[config.mk]
export PLATFORM = sky130hd
export DESIGN_NAME = shift_arbiter_flat
export DESIGN_NICKNAME = d
export VERILOG_FILES = /design/src/rtl/shift_arbiter_if.sv /design/src/rtl/shift_arbiter.sv /design/src/flat_wrapper.sv
export SDC_FILE = /design/constraint.sdc
export NUM_CORES = 1
export LEC_CHECK = 0
export ABC_AREA = 1
export CAP_MARGIN = 10
export CELL_PAD_IN_SITES_DETAIL_PLACEMENT = 2
export CELL_PAD_IN_SITES_GLOBAL_PLACEMENT = 2
export CORE_MARGIN = 3
export CORE_UTILIZATION = 13
export CTS_CLUSTER_DIAMETER = 200
export CTS_CLUSTER_SIZE = 40
export DETAILED_ROUTE_END_ITERATION = 6
export PLACE_DENSITY = 0.78
export SYNTH_ARGS = -nofsm -noshare
export SYNTH_HDL_FRONTEND = slang
export SYNTH_SLANG_ARGS = --single-unit
export TNS_END_PERCENT = 10
[constraint.sdc]
create_clock -name clk -period 1.7 [get_ports clk]
set_input_delay 0.17 -clock clk [delete_from_list [all_inputs] [get_ports clk]]
set_output_delay 0.17 -clock clk [all_outputs]
set_load 0.05 [all_outputs]
[src/rtl/shift_arbiter_if.sv]
// shift_arbiter_if: bundle of the request, ShiftUnit and response signals
// around shift_arbiter.
//   req0_*/req1_* : valid/ready request channels (operand, distance, function)
//   su_*          : drive to / result from the external combinational ShiftUnit
//   rsp_*         : registered response slot with valid/ready handshake
// slave  modport : arbiter view
// master modport : environment view (requesters, ShiftUnit, consumer)
interface shift_arbiter_if #(
   parameter int unsigned WIDTH = 32,
   parameter int unsigned SDW   = 5
);
   logic             req0_valid;
   logic             req0_ready;
   logic [WIDTH-1:0] req0_a;
   logic [SDW-1:0]   req0_sdist;
   logic [1:0]       req0_sf;

   logic             req1_valid;
   logic             req1_ready;
   logic [WIDTH-1:0] req1_a;
   logic [SDW-1:0]   req1_sdist;
   logic [1:0]       req1_sf;

   logic [WIDTH-1:0] su_a;
   logic [SDW-1:0]   su_sdist;
   logic [1:0]       su_sf;
   logic [WIDTH-1:0] su_sres;

   logic             rsp_valid;
   logic             rsp_ready;
   logic [WIDTH-1:0] rsp_data;
   logic             rsp_id;
   logic             rsp_err;

   modport slave (
      input  req0_valid, req0_a, req0_sdist, req0_sf,
      input  req1_valid, req1_a, req1_sdist, req1_sf,
      input  su_sres, rsp_ready,
      output req0_ready, req1_ready,
      output su_a, su_sdist, su_sf,
      output rsp_valid, rsp_data, rsp_id, rsp_err
   );

   modport master (
      output req0_valid, req0_a, req0_sdist, req0_sf,
      output req1_valid, req1_a, req1_sdist, req1_sf,
      output su_sres, rsp_ready,
      input  req0_ready, req1_ready,
      input  su_a, su_sdist, su_sf,
      input  rsp_valid, rsp_data, rsp_id, rsp_err
   );
endinterface

[src/rtl/shift_arbiter.sv]
// shift_arbiter: round-robin sharing of one combinational ShiftUnit between
// two requesters, with a single registered response slot.
//   clk   : rising-edge clock
//   reset : synchronous, active-high, dominant
//   bus   : shift_arbiter_if.slave (request channels, ShiftUnit drive/result,
//           response slot)
// A request is accepted when the slot is free (empty or draining this cycle),
// so one operation per cycle is sustained. Result appears on rsp_* the cycle
// after acceptance. sf=10 is reserved: the response carries data 0, err 1.
module shift_arbiter #(
   parameter int unsigned WIDTH = 32,
   parameter int unsigned SDW   = 5
) (
   input logic           clk,
   input logic           reset,
   shift_arbiter_if.slave bus
);

   logic             free;
   logic             grant_vld;
   logic             grant_id;
   logic             reserved;

   logic [WIDTH-1:0] sel_a;
   logic [SDW-1:0]   sel_sdist;
   logic [1:0]       sel_sf;

   logic             rsp_valid_q, rsp_valid_d;
   logic [WIDTH-1:0] rsp_data_q,  rsp_data_d;
   logic             rsp_id_q,    rsp_id_d;
   logic             rsp_err_q,   rsp_err_d;
   logic             last_grant_q, last_grant_d;

   assign free = !rsp_valid_q || bus.rsp_ready;

   // Grant is suppressed during reset so nothing is handshaken in that cycle.
   always_comb begin
      grant_vld = 1'b0;
      grant_id  = 1'b0;
      if (free && !reset) begin
         if (bus.req0_valid && bus.req1_valid) begin
            grant_vld = 1'b1;
            grant_id  = ~last_grant_q;
         end else if (bus.req0_valid) begin
            grant_vld = 1'b1;
            grant_id  = 1'b0;
         end else if (bus.req1_valid) begin
            grant_vld = 1'b1;
            grant_id  = 1'b1;
         end
      end
   end

   assign bus.req0_ready = grant_vld && !grant_id;
   assign bus.req1_ready = grant_vld &&  grant_id;

   // ShiftUnit inputs follow the granted requester, zero when idle.
   always_comb begin
      sel_a     = '0;
      sel_sdist = '0;
      sel_sf    = '0;
      if (grant_vld) begin
         if (grant_id) begin
            sel_a     = bus.req1_a;
            sel_sdist = bus.req1_sdist;
            sel_sf    = bus.req1_sf;
         end else begin
            sel_a     = bus.req0_a;
            sel_sdist = bus.req0_sdist;
            sel_sf    = bus.req0_sf;
         end
      end
   end

   assign bus.su_a     = sel_a;
   assign bus.su_sdist = sel_sdist;
   assign bus.su_sf    = sel_sf;

   assign reserved = (sel_sf == 2'b10);

   always_comb begin
      rsp_valid_d  = rsp_valid_q;
      rsp_data_d   = rsp_data_q;
      rsp_id_d     = rsp_id_q;
      rsp_err_d    = rsp_err_q;
      last_grant_d = last_grant_q;
      if (grant_vld) begin
         rsp_valid_d  = 1'b1;
         rsp_id_d     = grant_id;
         last_grant_d = grant_id;
         rsp_data_d   = reserved ? '0 : bus.su_sres;
         rsp_err_d    = reserved;
      end else if (rsp_valid_q && bus.rsp_ready) begin
         rsp_valid_d  = 1'b0;
      end
   end

   // last_grant resets to 1 so requester 0 wins the first contention.
   always_ff @(posedge clk) begin
      if (reset) begin
         rsp_valid_q  <= 1'b0;
         rsp_data_q   <= '0;
         rsp_id_q     <= 1'b0;
         rsp_err_q    <= 1'b0;
         last_grant_q <= 1'b1;
      end else begin
         rsp_valid_q  <= rsp_valid_d;
         rsp_data_q   <= rsp_data_d;
         rsp_id_q     <= rsp_id_d;
         rsp_err_q    <= rsp_err_d;
         last_grant_q <= last_grant_d;
      end
   end

   assign bus.rsp_valid = rsp_valid_q;
   assign bus.rsp_data  = rsp_data_q;
   assign bus.rsp_id    = rsp_id_q;
   assign bus.rsp_err   = rsp_err_q;

endmodule

[src/flat_wrapper.sv]
// flat-port wrapper written by rule: the top's interface ports become plain ports
module shift_arbiter_flat 
#(
   parameter int unsigned WIDTH = 32,
   parameter int unsigned SDW   = 5
)
  (clk, reset, bus_req0_valid, bus_req0_a, bus_req0_sdist, bus_req0_sf, bus_req1_valid, bus_req1_a, bus_req1_sdist, bus_req1_sf, bus_su_sres, bus_rsp_ready, bus_req0_ready, bus_req1_ready, bus_su_a, bus_su_sdist, bus_su_sf, bus_rsp_valid, bus_rsp_data, bus_rsp_id, bus_rsp_err);
  shift_arbiter_if #(.WIDTH(WIDTH), .SDW(SDW)) bus_i ();
  input logic clk;
  input logic reset;
  input wire logic [$bits(bus_i.req0_valid)-1:0] bus_req0_valid;
  input wire logic [$bits(bus_i.req0_a)-1:0] bus_req0_a;
  input wire logic [$bits(bus_i.req0_sdist)-1:0] bus_req0_sdist;
  input wire logic [$bits(bus_i.req0_sf)-1:0] bus_req0_sf;
  input wire logic [$bits(bus_i.req1_valid)-1:0] bus_req1_valid;
  input wire logic [$bits(bus_i.req1_a)-1:0] bus_req1_a;
  input wire logic [$bits(bus_i.req1_sdist)-1:0] bus_req1_sdist;
  input wire logic [$bits(bus_i.req1_sf)-1:0] bus_req1_sf;
  input wire logic [$bits(bus_i.su_sres)-1:0] bus_su_sres;
  input wire logic [$bits(bus_i.rsp_ready)-1:0] bus_rsp_ready;
  output wire logic [$bits(bus_i.req0_ready)-1:0] bus_req0_ready;
  output wire logic [$bits(bus_i.req1_ready)-1:0] bus_req1_ready;
  output wire logic [$bits(bus_i.su_a)-1:0] bus_su_a;
  output wire logic [$bits(bus_i.su_sdist)-1:0] bus_su_sdist;
  output wire logic [$bits(bus_i.su_sf)-1:0] bus_su_sf;
  output wire logic [$bits(bus_i.rsp_valid)-1:0] bus_rsp_valid;
  output wire logic [$bits(bus_i.rsp_data)-1:0] bus_rsp_data;
  output wire logic [$bits(bus_i.rsp_id)-1:0] bus_rsp_id;
  output wire logic [$bits(bus_i.rsp_err)-1:0] bus_rsp_err;
  assign bus_i.req0_valid = bus_req0_valid;
  assign bus_i.req0_a = bus_req0_a;
  assign bus_i.req0_sdist = bus_req0_sdist;
  assign bus_i.req0_sf = bus_req0_sf;
  assign bus_i.req1_valid = bus_req1_valid;
  assign bus_i.req1_a = bus_req1_a;
  assign bus_i.req1_sdist = bus_req1_sdist;
  assign bus_i.req1_sf = bus_req1_sf;
  assign bus_i.su_sres = bus_su_sres;
  assign bus_i.rsp_ready = bus_rsp_ready;
  assign bus_req0_ready = bus_i.req0_ready;
  assign bus_req1_ready = bus_i.req1_ready;
  assign bus_su_a = bus_i.su_a;
  assign bus_su_sdist = bus_i.su_sdist;
  assign bus_su_sf = bus_i.su_sf;
  assign bus_rsp_valid = bus_i.rsp_valid;
  assign bus_rsp_data = bus_i.rsp_data;
  assign bus_rsp_id = bus_i.rsp_id;
  assign bus_rsp_err = bus_i.rsp_err;
  shift_arbiter #(.WIDTH(WIDTH), .SDW(SDW)) u_core (.clk(clk), .reset(reset), .bus(bus_i));
endmodule
==> results of run 1 <==
registers in the layout, indices dropped and copies added, names as in the netlist:
signal and cells:
u_core.bus.rsp_id 1, u_core.bus.rsp_valid 1, u_core.bus.rsp_data 32, u_core.bus.rsp_err 1, u_core.last_grant_q 1
power groups by stage:
stage | Clock (W) | Combinational (W) | Sequential [W]
2_1_floorplan | 0 | 0.000553 | 0.00125
4_1_cts | 0.00140 | 0.00173 | 0.000978
5_1_grt | 0.00143 | 0.00192 | 0.000988
6_report | 0.00136 | 0.00183 | 0.000977
3_3_place_gp | 0 | 0.00166 | 0.000989
3_5_place_dp | 0 | 0.00169 | 0.000993
cell usage in the layout, fill, tap and decap left out, drive strengths merged:
master / instances
a21oi: 3
a22o: 37
buf: 63
bufinv: 3
clkbuf: 8
clkdlybuf4s50: 143
clkinv: 1
dfxtp: 36
diode: 1
dlygate4sd2: 4
inv: 38
nand2: 75
nand3: 33
nand4: 1
nor2: 40
nor3: 1
o21ai: 2
worst max-delay path: cells and delay by family, from the launching register on:
family	cells	cell delay, ps
flops	1	330
buf+inv	3	450
compound gates	1	230
simple gates	4	300
cells by family after synthesis:
group | Yosys count | share of synthesized area (%)
and+or+nand+nor | 150 | 32.2
DFF | 36 | 36.2
AOI/OAI and AO/OA | 42 | 17.5
buffers and inverters | 60 | 14.1
cell type report:
type,instances,area (um2)
Tap cell,184,230
Sequential cell,36,723
Clock inverter,3,90.1
Inverter,39,156
Clock buffer,5,125
Timing Repair Buffer,213,2630
Multi-Input combinational cell,192,1290
Antenna cell,1,2.50
Fill cell,1601,9500
final timing paths:
path	start	end	slack [ps]	cells past startpoint
setup / recovery	u_core.bus.rsp_valid	bus_su_a[17]	-50	8
hold / removal	reset	u_core.bus.rsp_valid	400	3
setup reg to reg	u_core.last_grant_q	u_core.bus.rsp_data[0]	120	10
hold reg to reg	u_core.bus.rsp_data[10]	u_core.bus.rsp_data[10]	470	2
per-layer routing:
layer  vias up  track usage (%)  wire length, um
met5         -                0               13
met4         2             2.81              120
met3        12             3.44              977
met2       138             23.3             6300
met1      1306             13.6             4520
li1       1327                -                -
metrics by stage:
stage | std cells | total power (W)
after detailed placement | 657 | 0.00268
after CTS | 666 | 0.00411
final | 673 | 0.00416
after floorplan | 288 | 0.00180
after global placement | 657 | 0.00265
after global routing | 673 | 0.00434
repair_timing:
item,in CTS,in global routing
gates resized for setup,17,31
hold buffers,0,0
setup endpoints to repair,38,40
cloned,1,4
endpoints found under the hold margin,0,0
pin swaps,9,6
setup buffers,0,2
==> run metrics, run 1 <==
outcome=complete, but fails checks; failing checks=negative setup slack; core box area=0.0148 mm2; clk_lat worst skew=~280 ps; Mapped Cells=288; initial antenna violation count=2; Clk pwr share=32.6%; RSZ-0062 raised after global routing=yes; fin util=35.6%; startpoint types=flip-flop; Setup Skew=6.39 ps; grt ovf=0; synth top area cells=dfxtp_1, a22o_1, nand2_1; total die area=0.0168 mm2; P_sw=0.00137 W; most frequent cells after synthesis=nand2_1, a22o_1, nor2_1; switch share=33.0%; layout cells sized above 1=25.0%; num rows=44; # DRC=0; Clock transition at path regs=50 ps; P&R area growth vs syn=164%; critical-path cell list=nand2_2, nand2_4, nor2_4, nand2_2, clkinv_4, clkbuf_16, a22o_1, buf_12; top-count cell post-synth=nand2_1; Mapped Nets=403; setup TNS=-1220 ps; Routability Congestion=0.750; Gate power share=43.9%; Yosys warning total=0; vias in the first global route=between 3k and 4k; FMAX=0.570 GHz; Crit. End Element=output port; largest net degree at the start of global routing=43; IO buf count=190; asr flop ratio synth=0%; Final min period=1750 ps; mean post-synth cell area=6.92 um2; top-area cell type share of the netlist area=between 30% and 40%; max incr delay on CP=approximately 330 ps; Setup CP Type=flip-flop to output port; hpwl dp=8850 um; vias per cell=around 4.1; Initial Utilization=13.5%; Final Slew Violations=0; max_slew headroom=64.0%; # setup viols final=37; Netlist cell types=21; via count=2785; Seq/Total Area, Yosys=36.2%; die width=130 um; Die H=130 um; Max-cap violations=0; CP max FO=7; clk root buf=clkbuf_16; Yosys reg bits=36; cell area after layout=0.00525 mm2; Routed WL per cell=between 15 and 20 um; first-pass GRT wire length=16300 um; Detailed Route WL=between 10000 and 15000 um; clock sink count=36; TritonCTS Buffers=5; post-synthesis cell area=0.00199 mm2; Critical Path RT=1530 ps; Critical Path AT=1580 ps; Initial DRC Count=70; most frequent CP cell=nand2_2; Placed Area=between 0.004 and 0.005 mm2; min setup slack post-route=-53.9 ps; post-route ant nets=0; drt first pass iters=3; post-layout net count=602; Tot GR Track Use=roughly 12%; H-tree lvl count=2; Worst VDD drop=0.329 mV; num ports=between 150 and 200; ratio of final minimum period to clock period=103%; CTS tree=done; Least-Margin Pin Slew=538 ps; worst hold margin=~400 ps; Hold Vio Cnt, Final=0; cell taking the most area after synthesis=dfxtp_1; number of synthesized flops with an enable pin=0; Post-Place Worst Slack=-189 ps; clock tree buffer depth=2; LEAKAGE=2.40 nW; worst min path class=primary input to flip-flop; Seq pwr share=23.5%; Int Power=about 0.0028 W; Worst path slowest cell=dfxtp_2; Main synth FF type=dfxtp_1; Power Density=792 mW/mm2
No activity file was read; power rests on OpenSTA's default activity.
==> inputs of run 2 (changes only) <==
- REMOVE_ABC_BUFFERS: unset -> 1
==> run 2 against run 1 <==
Compared with the run above:
- the flow still finishes with violations (negative setup slack)
- first-iteration DRC count unchanged
- combinational power rose by 2%
- core utilization down 0.24 points
- register-to-register slack lost 40 ps
- via count increased by 0.79%
- sequential power about the same
- cell area down 0.67%
- maximum frequency shrank 4.4%
- clock skew down 2.7 ps
- critical path depth did not move
- worst setup slack worse by 82 ps
- sequential share of layout area grew 0.068 points
- critical path type unchanged
- critical endpoint is now bus_su_a[3]
- largest power group unchanged
- highest routed layer is now met4
==> run metrics, run 2 (same netlist as run 1, synthesis figures left out) <==
Power Density=around 730 mW/mm2; FMAX=0.545 GHz; H-tree lvl count=2; max incr delay on CP=around 330 ps; Setup CP Type=flip-flop to output port; grt ovf=0; clock sink count=36; Initial DRC Count=70; startpoint types=flip-flop; Worst path slowest cell=dfxtp_2; num ports=191; outcome=complete, but fails checks; Max-cap violations=0; Die H=130 um; P&R area growth vs syn=162%; Clk pwr share=25.3%; CP Launch Point=u_core.bus.rsp_valid; Critical Path AT=1670 ps; hpwl dp=9210 um; Tot GR Track Use=14.4%; Post-Place Worst Slack=-156 ps; die width=approximately 130 um; Hold Vio Cnt, Final=0; Routability Congestion=0.724; worst hold margin=410 ps; switch share=36.4%; Routed WL per cell=20.0 um; total die area=0.0168 mm2; RSZ-0062 raised after global routing=yes; ratio of final minimum period to clock period=108%; largest net degree at the start of global routing=35; Clock transition at path regs=60 ps; worst min path class=primary input to flip-flop; LEAKAGE=2.42 nW; Setup Skew=3.68 ps; Largest register FFs=32; Seq pwr share=about a quarter; TritonCTS Buffers=5; Crit. End Element=output port; layout cells sized above 1=27.4%; post-layout net count=612; Initial Utilization=13.5%; Worst Hold Launch=reset; post-route ant nets=0; # DRC=0; P_sw=0.00138 W; first-pass GRT wire length=18700 um; CP max FO=9; commonest non-fill, non-tap cells in the layout=clkdlybuf4s50_1, nand2_1, buf_12, inv_1, nor2_1; commonest non-fill, non-tap cell in the layout=clkdlybuf4s50_1; Int Power=0.00242 W; # setup viols final=40; vias in the first global route=3159; failing checks=negative setup slack; Worst VDD drop=0.419 mV; clk_lat worst skew=270 ps; core box area=approximately 0.015 mm2; clock tree buffer depth=2; max_slew headroom=64.6%; num rows=44; fin util=35.4%; Final min period=1840 ps; vias per cell=4.12; critical-path cell list=nand2_4, nand2_4, buf_6, nor2_4, buf_12, buf_6, a22o_1, buf_12; R2R Path Start=u_core.bus.rsp_valid; IO buf count=190; via count=2807; Final Slew Violations=0; drt first pass iters=4; initial antenna violation count=0; clk root buf=clkbuf_16; Critical Path RT=1530 ps; Least-Margin Pin Slew=529 ps; CTS hold repair buffers=0; Gate power share=49.0%; min setup slack post-route=-135 ps; Detailed Route WL=13600 um; CTS tree=done
[run 2: changes by cell type in the layout (fill, tap and decap cells not counted), moves of 2 or more]
cell | before | now
buf_4 | 12 | 26
clkdlybuf4s50_1 | 143 | 134
buf_6 | 3 | 10
a22o_1 | 6 | 12
a22o_4 | 30 | 25
buf_12 | 47 | 44
bufinv_16 | 3 | 0
nand2_1 | 70 | 67
buf_16 | 1 | 3
clkbuf_8 | 0 | 2
nand2_2 | 2 | 4
[run 2: area by class of cell]
class	instances	area, um2
timing repair buffer	223	2700
antenna	1	2.50
sequential	36	722
clock buffer	7	153
inverter	39	156
tap	184	230
multi-input combinational	192	1260
fill	1608	9540
[run 2: final timing paths]
check	to	depth (start not counted)	slack [ps]
setup / recovery	bus_su_a[3]	8	-140
hold / removal	u_core.bus.rsp_valid	3	410
setup reg to reg	u_core.bus.rsp_data[25]	11	80
hold reg to reg	u_core.bus.rsp_data[1]	2	470
[run 2: power groups by stage]
stage / sequential [W] / clock [W] / combinational (W)
after floorplan: 0.00125 / 0 / 0.000510
after global placement: 0.000992 / 0 / 0.00162
after detailed placement: 0.000995 / 0 / 0.00166
after CTS: 0.000979 / 0.000999 / 0.00178
after global routing: 0.000989 / 0.00102 / 0.00195
final: 0.000978 / 0.000961 / 0.00187
[run 2: critical path: cells and delay by family, from the launching register on]
| family | cells | cell delay (ps) |
|---|---|---|
| AO/OA/AOI/OAI | 1 | 230 |
| flip-flops | 1 | 330 |
| buffers and inverters | 4 | 570 |
| AND/OR/NAND/NOR | 3 | 250 |
[run 2: layer usage]
layer	up-vias	global-route usage [%]	part of all wire [%]
met3	8	4.13	6.9
met5	-	0	0
met4	0	2.63	0.60
li1	1345	-	-
met1	1344	15.4	37
met2	110	28.3	56
[run 2: metrics by stage]
stage                     instance area, um2  TNS, ps  std cells  power, W
after floorplan                         1860   -38750        267   0.00176
after global placement                  4510    -2580        658   0.00262
after detailed placement                4510    -7150        658   0.00265
after CTS                               5000    -2300        678   0.00376
after global routing                    5220    -5310        681   0.00396
final                                   5220    -3440        682   0.00381
[run 2: timing repair]
item / CTS / global route
resized for setup: 34 / 25
pin swaps: 14 / 27
hold endpoints to repair: 0 / 0
gates cloned: 4 / 3
setup buffers: 9 / 3
endpoints found under the setup margin: 40 / 73
